**src/rtl/timer_scheduler_if.sv**
```systemverilog
// APB-style link between the scheduler (master) and the shared timer slave.
interface timer_scheduler_if #(
  parameter int DATA_W = 8,
  parameter int ADDR_W = 2
);
  logic              m_sel;
  logic              m_enable;
  logic              m_write;
  logic [ADDR_W-1:0] m_addr;
  logic [DATA_W-1:0] m_wdata;
  logic [DATA_W-1:0] m_rdata;
  logic              m_ready;
  logic              m_slverr;

  modport master (output m_sel, m_enable, m_write, m_addr, m_wdata,
                  input  m_rdata, m_ready, m_slverr);
  modport slave  (input  m_sel, m_enable, m_write, m_addr, m_wdata,
                  output m_rdata, m_ready, m_slverr);
endinterface

```
**src/rtl/timer_scheduler.sv**
```systemverilog
// Round-robin scheduler sharing one APB timer among N_REQ requesters:
// program GOAL, start, poll STATUS until COMPLETE (or abort with stop).
module timer_scheduler #(
  parameter int N_REQ      = 2,
  parameter int DATA_W     = 8,
  parameter int ADDR_W     = 2,
  parameter int POLL_GAP   = 4,
  parameter int POLL_LIMIT = 255
) (
  input  logic                    clk,
  input  logic                    reset,
  input  logic [N_REQ-1:0]        req,
  input  logic [N_REQ*DATA_W-1:0] req_goal,
  output logic [N_REQ-1:0]        done,
  output logic [N_REQ-1:0]        err,
  output logic                    busy,
  timer_scheduler_if.master       m
);
  localparam int GW = (N_REQ > 1) ? $clog2(N_REQ) : 1;
  localparam int PW = $clog2(POLL_LIMIT + 1);
  localparam int CW = $clog2(POLL_GAP + 1);

  typedef enum logic [2:0] {
    S_IDLE, S_WR_GOAL, S_WR_START, S_GAP, S_RD_STAT, S_ABORT, S_DONE, S_ERR
  } state_t;
  // PH_IDLE keeps sel low for one cycle between back-to-back transfers
  typedef enum logic [1:0] {PH_IDLE, PH_SETUP, PH_ACCESS} phase_t;

  state_t            state, state_nx;
  phase_t            phase, phase_nx;
  logic [GW-1:0]     grant, grant_nx, ptr, ptr_nx, pick;
  logic [DATA_W-1:0] goal, goal_nx, pick_goal;
  logic [PW-1:0]     polls, polls_nx;
  logic [CW-1:0]     gap, gap_nx;
  logic              found, is_xfer, xfer_ok;
  logic              unused_rdata;

  assign unused_rdata = ^{m.m_rdata[DATA_W-1:4], m.m_rdata[1:0]};

  // lowest offset from ptr wins; loop runs high-to-low so it overwrites last
  always_comb begin
    found = 1'b0;
    pick  = ptr;
    for (int k = N_REQ - 1; k >= 0; k--) begin
      if (req[(int'(ptr) + k) % N_REQ]) begin
        found = 1'b1;
        pick  = GW'((int'(ptr) + k) % N_REQ);
      end
    end
  end

  assign pick_goal = req_goal[int'(pick)*DATA_W +: DATA_W];
  assign is_xfer   = (state == S_WR_GOAL) || (state == S_WR_START) ||
                     (state == S_RD_STAT) || (state == S_ABORT);
  assign xfer_ok   = is_xfer && (phase == PH_ACCESS) && m.m_ready;

  always_comb begin
    m.m_sel    = 1'b0;
    m.m_enable = 1'b0;
    m.m_write  = 1'b0;
    m.m_addr   = '0;
    m.m_wdata  = '0;
    if (is_xfer && phase != PH_IDLE) begin
      m.m_sel    = 1'b1;
      m.m_enable = (phase == PH_ACCESS);
      case (state)
        S_WR_GOAL:  begin m.m_write = 1'b1; m.m_addr = ADDR_W'(1); m.m_wdata = goal; end
        S_WR_START: begin m.m_write = 1'b1; m.m_wdata = DATA_W'(1); end
        S_ABORT:    begin m.m_write = 1'b1; m.m_wdata = DATA_W'(2); end
        default:    ;
      endcase
    end
  end

  always_comb begin
    done = '0;
    err  = '0;
    if (state == S_DONE) done[grant] = 1'b1;
    if (state == S_ERR)  err[grant]  = 1'b1;
  end

  assign busy = (state != S_IDLE) && (state != S_DONE) && (state != S_ERR);

  always_comb begin
    state_nx = state;
    phase_nx = phase;
    grant_nx = grant;
    goal_nx  = goal;
    polls_nx = polls;
    gap_nx   = gap;
    ptr_nx   = ptr;
    if (is_xfer) begin
      case (phase)
        PH_IDLE:  phase_nx = PH_SETUP;
        PH_SETUP: phase_nx = PH_ACCESS;
        default:  ;
      endcase
    end
    unique case (state)
      S_IDLE: if (found) begin
        grant_nx = pick;
        goal_nx  = pick_goal;
        polls_nx = '0;
        if (pick_goal == '0) state_nx = S_DONE;
        else begin
          state_nx = S_WR_GOAL;
          phase_nx = PH_SETUP;
        end
      end
      S_WR_GOAL: if (xfer_ok) begin
        state_nx = m.m_slverr ? S_ERR : S_WR_START;
        phase_nx = PH_IDLE;
      end
      S_WR_START: if (xfer_ok) begin
        state_nx = m.m_slverr ? S_ERR : S_GAP;
        gap_nx   = '0;
      end
      S_GAP: begin
        if (gap == CW'(POLL_GAP - 1)) begin
          state_nx = S_RD_STAT;
          phase_nx = PH_SETUP;
        end else gap_nx = gap + 1'b1;
      end
      S_RD_STAT: if (xfer_ok) begin
        if (m.m_slverr)                     state_nx = S_ERR;
        else if (m.m_rdata[3:2] == 2'd2)    state_nx = S_DONE;
        else if (polls == PW'(POLL_LIMIT - 1)) begin
          state_nx = S_ABORT;
          phase_nx = PH_IDLE;
        end else begin
          polls_nx = polls + 1'b1;
          gap_nx   = '0;
          state_nx = S_GAP;
        end
      end
      S_ABORT: if (xfer_ok) state_nx = S_ERR;
      S_DONE, S_ERR: begin
        state_nx = S_IDLE;
        ptr_nx   = (grant == GW'(N_REQ - 1)) ? '0 : grant + 1'b1;
      end
    endcase
  end

  always_ff @(posedge clk) begin
    if (!reset) begin
      state <= S_IDLE;
      phase <= PH_IDLE;
      grant <= '0;
      ptr   <= '0;
      goal  <= '0;
      polls <= '0;
      gap   <= '0;
    end else begin
      state <= state_nx;
      phase <= phase_nx;
      grant <= grant_nx;
      ptr   <= ptr_nx;
      goal  <= goal_nx;
      polls <= polls_nx;
      gap   <= gap_nx;
    end
  end
endmodule

```
**src/flat_wrapper.sv**
```systemverilog
// flat-port wrapper written by rule: the top's interface ports become plain ports
module timer_scheduler_flat 
#(
  parameter int N_REQ      = 2,
  parameter int DATA_W     = 8,
  parameter int ADDR_W     = 2,
  parameter int POLL_GAP   = 4,
  parameter int POLL_LIMIT = 255
)
  (clk, reset, req, req_goal, done, err, busy, m_m_sel, m_m_enable, m_m_write, m_m_addr, m_m_wdata, m_m_rdata, m_m_ready, m_m_slverr);
  timer_scheduler_if #(.DATA_W(DATA_W), .ADDR_W(ADDR_W)) m_i ();
  input  logic clk;
  input  logic reset;
  input  logic [N_REQ-1:0] req;
  input  logic [N_REQ*DATA_W-1:0] req_goal;
  output logic [N_REQ-1:0] done;
  output logic [N_REQ-1:0] err;
  output logic busy;
  output wire logic [$bits(m_i.m_sel)-1:0] m_m_sel;
  output wire logic [$bits(m_i.m_enable)-1:0] m_m_enable;
  output wire logic [$bits(m_i.m_write)-1:0] m_m_write;
  output wire logic [$bits(m_i.m_addr)-1:0] m_m_addr;
  output wire logic [$bits(m_i.m_wdata)-1:0] m_m_wdata;
  input wire logic [$bits(m_i.m_rdata)-1:0] m_m_rdata;
  input wire logic [$bits(m_i.m_ready)-1:0] m_m_ready;
  input wire logic [$bits(m_i.m_slverr)-1:0] m_m_slverr;
  assign m_m_sel = m_i.m_sel;
  assign m_m_enable = m_i.m_enable;
  assign m_m_write = m_i.m_write;
  assign m_m_addr = m_i.m_addr;
  assign m_m_wdata = m_i.m_wdata;
  assign m_i.m_rdata = m_m_rdata;
  assign m_i.m_ready = m_m_ready;
  assign m_i.m_slverr = m_m_slverr;
  timer_scheduler #(.N_REQ(N_REQ), .DATA_W(DATA_W), .ADDR_W(ADDR_W), .POLL_GAP(POLL_GAP), .POLL_LIMIT(POLL_LIMIT)) u_core (.clk(clk), .reset(reset), .req(req), .req_goal(req_goal), .done(done), .err(err), .busy(busy), .m(m_i));
endmodule
```
**config.mk**
```make
export PLATFORM = sky130hd
export DESIGN_NAME = timer_scheduler_flat
export DESIGN_NICKNAME = d
export VERILOG_FILES = /design/src/rtl/timer_scheduler_if.sv /design/src/rtl/timer_scheduler.sv /design/src/flat_wrapper.sv
export SDC_FILE = /design/constraint.sdc
export NUM_CORES = 1
export LEC_CHECK = 0
export ABC_CLOCK_PERIOD_IN_PS = 4000
export CAP_MARGIN = 20
export CORE_MARGIN = 4
export CORE_UTILIZATION = 45
export CTS_BUF_LIST = sky130_fd_sc_hd__clkbuf_16
export DETAILED_ROUTE_END_ITERATION = 10
export HOLD_SLACK_MARGIN = 0.15
export PLACE_DENSITY = 0.74
export SYNTH_ARGS = -nofsm -noshare
export SYNTH_HDL_FRONTEND = slang
export SYNTH_SLANG_ARGS = --single-unit
```
**constraint.sdc**
```tcl
create_clock -name clk -period 4 [get_ports clk]
set_input_delay 0.8 -clock clk [delete_from_list [all_inputs] [get_ports clk]]
set_output_delay 0.8 -clock clk [all_outputs]
set_load 0.01 [all_outputs]
```
== Word level (Yosys, flattened, before mapping) ==
Index checks and enable logic that the tools add are counted.
Word-level totals
  register bits: 26
  latch bits: 0
  bits in writable memories: 0
  memory bits (read-only): 0
  output and inout port bits: 18
  word-level logic and storage cells: 122
  memories kept: 0
Operators by class
  add/subtract/negate cells: 4
  multiply operators: 0
  div/mod/pow operators: 0
  $lt $le $gt $ge: 4
  equal/unequal tests: 24
  shift operators: 1
  multiplexer cells: 59
  bitwise operators: 1
  reduce and logical (&&, ||, !) cells: 22
Operators with widths (number)
  2-to-1 mux 3 bit: 18
  2-to-1 mux 8 bit: 6
  2-to-1 mux 2 bit: 12
  case mux 8 bit (3 select lines): 1
  case mux 3 bit (7 select lines): 1
  2-to-1 mux 1 bit: 16
  case mux 8 bit (2 select lines): 1
  indexed part select 16 x 5 -> 8 bit: 1
  equality test 3 bit (second input constant): 4
  != test 2 x 1 -> 1 bit (second input constant): 6
  AND reduction 6 bit: 2
  equality test 3 x 2 -> 1 bit (second input constant): 3
  case mux 3 bit (3 select lines): 1
  adder 8 x 1 -> 8 bit (second input constant): 1
  equality test 8 bit (second input constant): 1
  logical NOT 8 bit: 1
  != test 2 bit (second input constant): 4
  case mux 2 bit (4 select lines): 1
  AND reduction 7 bit: 1
  logical AND 1 bit: 6
  != test 3 bit (second input constant): 2
  nonzero test 3 bit: 2
  equality test 2 bit (second input constant): 2
  less-than comparator 1 x 2 -> 1 bit (second input constant): 2
  other kinds (16): 20

== Longest topological paths before layout ==
  word-level depth: 12
  mapped depth: 8
  gate-level depth less buffers: 7

== Worst setup path before layout ==
Ideal clock, no wire load.
  path type: register to output
  from: reg u_core.state[0]
  to: out m_m_wdata[2]
  data arrival time: 1.708 ns
  setup slack: 1.492 ns
  cell stages (with the launch flop): 5
  buffers on the path: 1
  path through: dfxtp_1 buf_2 inv_1 nor4_1 and2_1
On the way
  cells in the longest elaborated chain, start to end: 6
RTL lines
  start, declared: line timer_scheduler.sv:29  | state_t state, state_nx;
  start signal, assigned: line timer_scheduler.sv:154  | state <= state_nx;
  equality test 3 x 1 -> 1 bit or equality test 3 x 2 -> 1 bit (tied branches): line timer_scheduler.sv:53, timer_scheduler.sv:66
  logical OR 1 bit (2 in a row): line timer_scheduler.sv:53  | assign is_xfer = (state == S_WR_GOAL) || (state == S_WR_START) ||
  logical OR 1 bit: line timer_scheduler.sv:54  | (state == S_RD_STAT) || (state == S_ABORT);
  logical AND 1 bit: line timer_scheduler.sv:63  | if (is_xfer && phase != PH_IDLE) begin
  2-to-1 mux 8 bit (*): line timer_scheduler.sv:63
  end, declared: line flat_wrapper.sv:23  | output wire logic [$bits(m_i.m_wdata)-1:0] m_m_wdata;
Mark *: on every way between the ends. The rest lies on a longest branch, timed or not.

== Worst setup path after layout ==
  from: reg u_core.phase[0]
  to: out m_m_wdata[2]
On the way
  cells in the longest elaborated chain, start to end: 3
RTL lines
  start, declared: line timer_scheduler.sv:30  | phase_t phase, phase_nx;
  start signal, assigned: line timer_scheduler.sv:155  | phase <= phase_nx;
  nonzero test 2 bit: line timer_scheduler.sv:63
  logical AND 1 bit: line timer_scheduler.sv:63
  2-to-1 mux 8 bit: line timer_scheduler.sv:63
No other way between the ends.

==> summary.txt <==
start point of the critical path -> u_core.phase[0]
final setup fails -> 0
power per cell area -> 534.1 nW/um^2
Period minus WS final -> 3.336 ns
Syn Area/Cell -> 7.272 sq um
fillers -> 383
# H-tree levels -> 1
Seq/Total Area, Yosys -> 0.2742
Hold Worst Slack -> 0.4542 ns
Pleak -> 0.8366 nW
Peak VDD IR -> 329.8 uV
Logic pwr share -> 0.487
CP required -> 3.20 ns
Post-synth EDFFs -> 0
die height -> 72.95 um
Yosys Warn Count -> 0
synthesized area -> 1898 sq um
reg2reg start -> u_core.state[2]
largest net degree at the start of global routing -> 19
Slew headroom -> 0.3508
total track usage -> 0.1820
Placer Congestion -> 0.8210
R2R depth -> 5
setup TNS -> 0 ns
drt wl/cell -> 13.96 um
final worst path period share -> 0.8339
Die X -> 72.95 um
die footprint -> 5321 sq um
Bufs on Longest Clock Path -> 2
clock network power share -> 0.230
number of global-route vias before repair -> 1738
CP Launch Type -> flip-flop
number of synthesized register bits -> 26
Crit Path Max Fanout -> 7
Remaining DRCs -> 0
# IOs -> 48
Hold Vio Cnt, Final -> 0
Synth Net Count -> 297
Placeable Area -> 4029 sq um
# diodes -> 0
Crit Path Class -> reg2out
clock sinks -> 26
setup slack, reg-to-reg -> 1.61 ns
Achievable Freq -> 0.2998 GHz
Switching Fraction -> 0.3969
HP Start -> u_core.goal[7]
cts repair resizes -> 0
switching pwr -> 0.0005085 W
post-route ant nets -> 0
Flop pwr share -> 0.283
Post-Synthesis Cells -> 261
Detailed Place HPWL -> 3468 um
crit path to -> m_m_wdata[2]
vias per inst -> 5.709
clock latency at the later pin of the worst-skew pair -> 0.26 ns
cell internal pwr -> 0.0007726 W
CP arrival -> 2.54 ns
Synth cell types -> 50
prevailing post-synth register cell -> dfxtp_1
MaxCap Viol Count -> 0
Iter 0 DRT Violations -> 176
hold crit path type -> reg2reg
nets@finish -> 327
status -> completed
CTS buffer count -> 3
Worst-Margin Slew -> 0.9649 ns
hold buffer count at CTS -> 0
GRT overflow -> 0
reg2reg end -> u_core.polls[7]
Placement Rows -> 23
RSZ-0062 raised after global routing -> no
layout cells sized above 1 -> 0.04828
Post-CTS Repair Setup Buffers -> 0
via count -> 1941
crit path capture type -> primary output
max-slew violations -> 0
global-route wire length before repair -> 7810 um
DRT Pass-1 Iters -> 4
Post-Route WL -> 4746 um
TritonCTS clock tree -> built
CTS clk-pin slew, worst paths -> 0.07 ns
Initial Util -> 0.4711
IO buf count -> 40
worst clock skew -> 0.001148 ns
initial antenna violation count -> 0
share of synthesized registers carrying an async set or reset -> 0
Root Driver -> clkbuf_16
area grow syn2layout -> 26.37%
## per-stage QoR
stage,util,total power [W],instances,cell area (sq um),worst slack [ns]
2_1_floorplan,-,0.0008127,261,1898,1.492
3_3_place_gp,0.5693,0.0009824,336,2293,1.016
3_5_place_dp,0.5693,0.0009876,336,2293,0.9700
4_1_cts,0.5953,0.001285,340,2399,0.6305
5_1_grt,0.5953,0.001373,340,2399,0.4631
6_report,0.5953,0.001281,340,2399,0.6644
## critical path, cell delays in order, from the launching register on
cell	delay, ns
dfxtp_1	0.38
inv_1	0.08
ha_1	0.28
nor4_1	0.76
and2_1	0.24
clkdlybuf4s50_1	0.54
## placed cells by master (no fill, tap or decap), drive strengths merged, types with 4 or more instances in the layout
| cell type | n |
|---|---|
| a21oi | 27 |
| a22oi | 4 |
| a2bb2oi | 8 |
| and2 | 7 |
| clkdlybuf4s50 | 40 |
| dfxtp | 26 |
| ha | 6 |
| inv | 16 |
| nand2 | 19 |
| nand2b | 5 |
| nand3 | 17 |
| nor2 | 25 |
| nor2b | 6 |
| nor3 | 7 |
| o211ai | 8 |
| o21ai | 15 |
| or3 | 5 |
## registers in the layout, summed over array words and instances, names as in the netlist
name and count:
u_core.gap 3, u_core.state 3, u_core.goal 8, u_core.phase 2
u_core.polls 8, u_core.ptr 1, u_core.grant 1
## power groups by stage
stage	sequential, W	combinational, W	clock, W
after floorplan	0.000343	0.000469	0
after global placement	0.000368	0.000615	0
after detailed placement	0.000367	0.000620	0
after CTS	0.000362	0.000624	0.000299
after global routing	0.000370	0.000698	0.000305
final	0.000363	0.000623	0.000295
## worst min-delay path by stage
stage,end,depth (start not counted)
detailed placement,u_core.goal[7],2
finish,u_core.goal[7],2
global placement,u_core.goal[0],2
global route,u_core.goal[3],2
floorplan,u_core.goal[2],2
CTS,u_core.goal[7],2
## routing by layer
metal / vias up / GRT usage / part of all wire
met5: - / 0 / 0
met4: 0 / 0.03074 / 0.0048
met3: 2 / 0.04132 / 0.061
met2: 56 / 0.3156 / 0.48
met1: 883 / 0.2331 / 0.45
li1: 1000 / - / -
## kinds of logic (layout without fill, tap and decap cells)
| kind of cell | Yosys count | after routing | share of synthesized area |
|---|---|---|---|
| simple gates | 107 | 107 | 0.2940 |
| fa+ha+maj | 6 | 6 | 0.03955 |
| other cells | 1 | 1 | 0.001976 |
| compound gates | 83 | 83 | 0.2914 |
| mux | 2 | 2 | 0.01055 |
| buf+inv | 34 | 63 | 0.07910 |
| flops | 26 | 26 | 0.2742 |
| xor+xnor | 2 | 2 | 0.009230 |
## cell type report
cell class                      instances  area (sq um)  share of cell area
Clock buffer                            3         75.07             0.03130
Multi-Input combinational cell        201          1227              0.5117
Tap cell                               50         62.56             0.02608
Clock inverter                          1         30.03             0.01252
Inverter                               16         60.06             0.02504
Timing Repair Buffer                   43         422.9              0.1763
Sequential cell                        26         520.5              0.2170
## synth_stat cells (all sizes together), types with 2 or more instances
master    n  share of area
a211oi    2         0.0079
a21oi    27          0.071
a22oi     4          0.016
a2bb2oi   8          0.037
a31oi     2         0.0066
and2      7          0.023
and4      3          0.014
buf      12          0.034
clkbuf    6          0.013
dfxtp    26           0.27
ha        6          0.040
inv      16          0.032
mux2i     2          0.011
nand2    19          0.038
nand2b    5          0.016
nand3    17          0.045
nand4     2         0.0066
nor2     25          0.049
nor2b     6          0.020
nor3      7          0.024
nor3b     3          0.012
o211ai    8          0.032
o21a      2         0.0079
o21ai    15          0.040
o221ai    2         0.0092
o41ai     2         0.0092
or2       3         0.0099
or3       5          0.016
or4       2         0.0079
xnor2     2         0.0092
No activity file was read; power rests on OpenSTA's default activity.
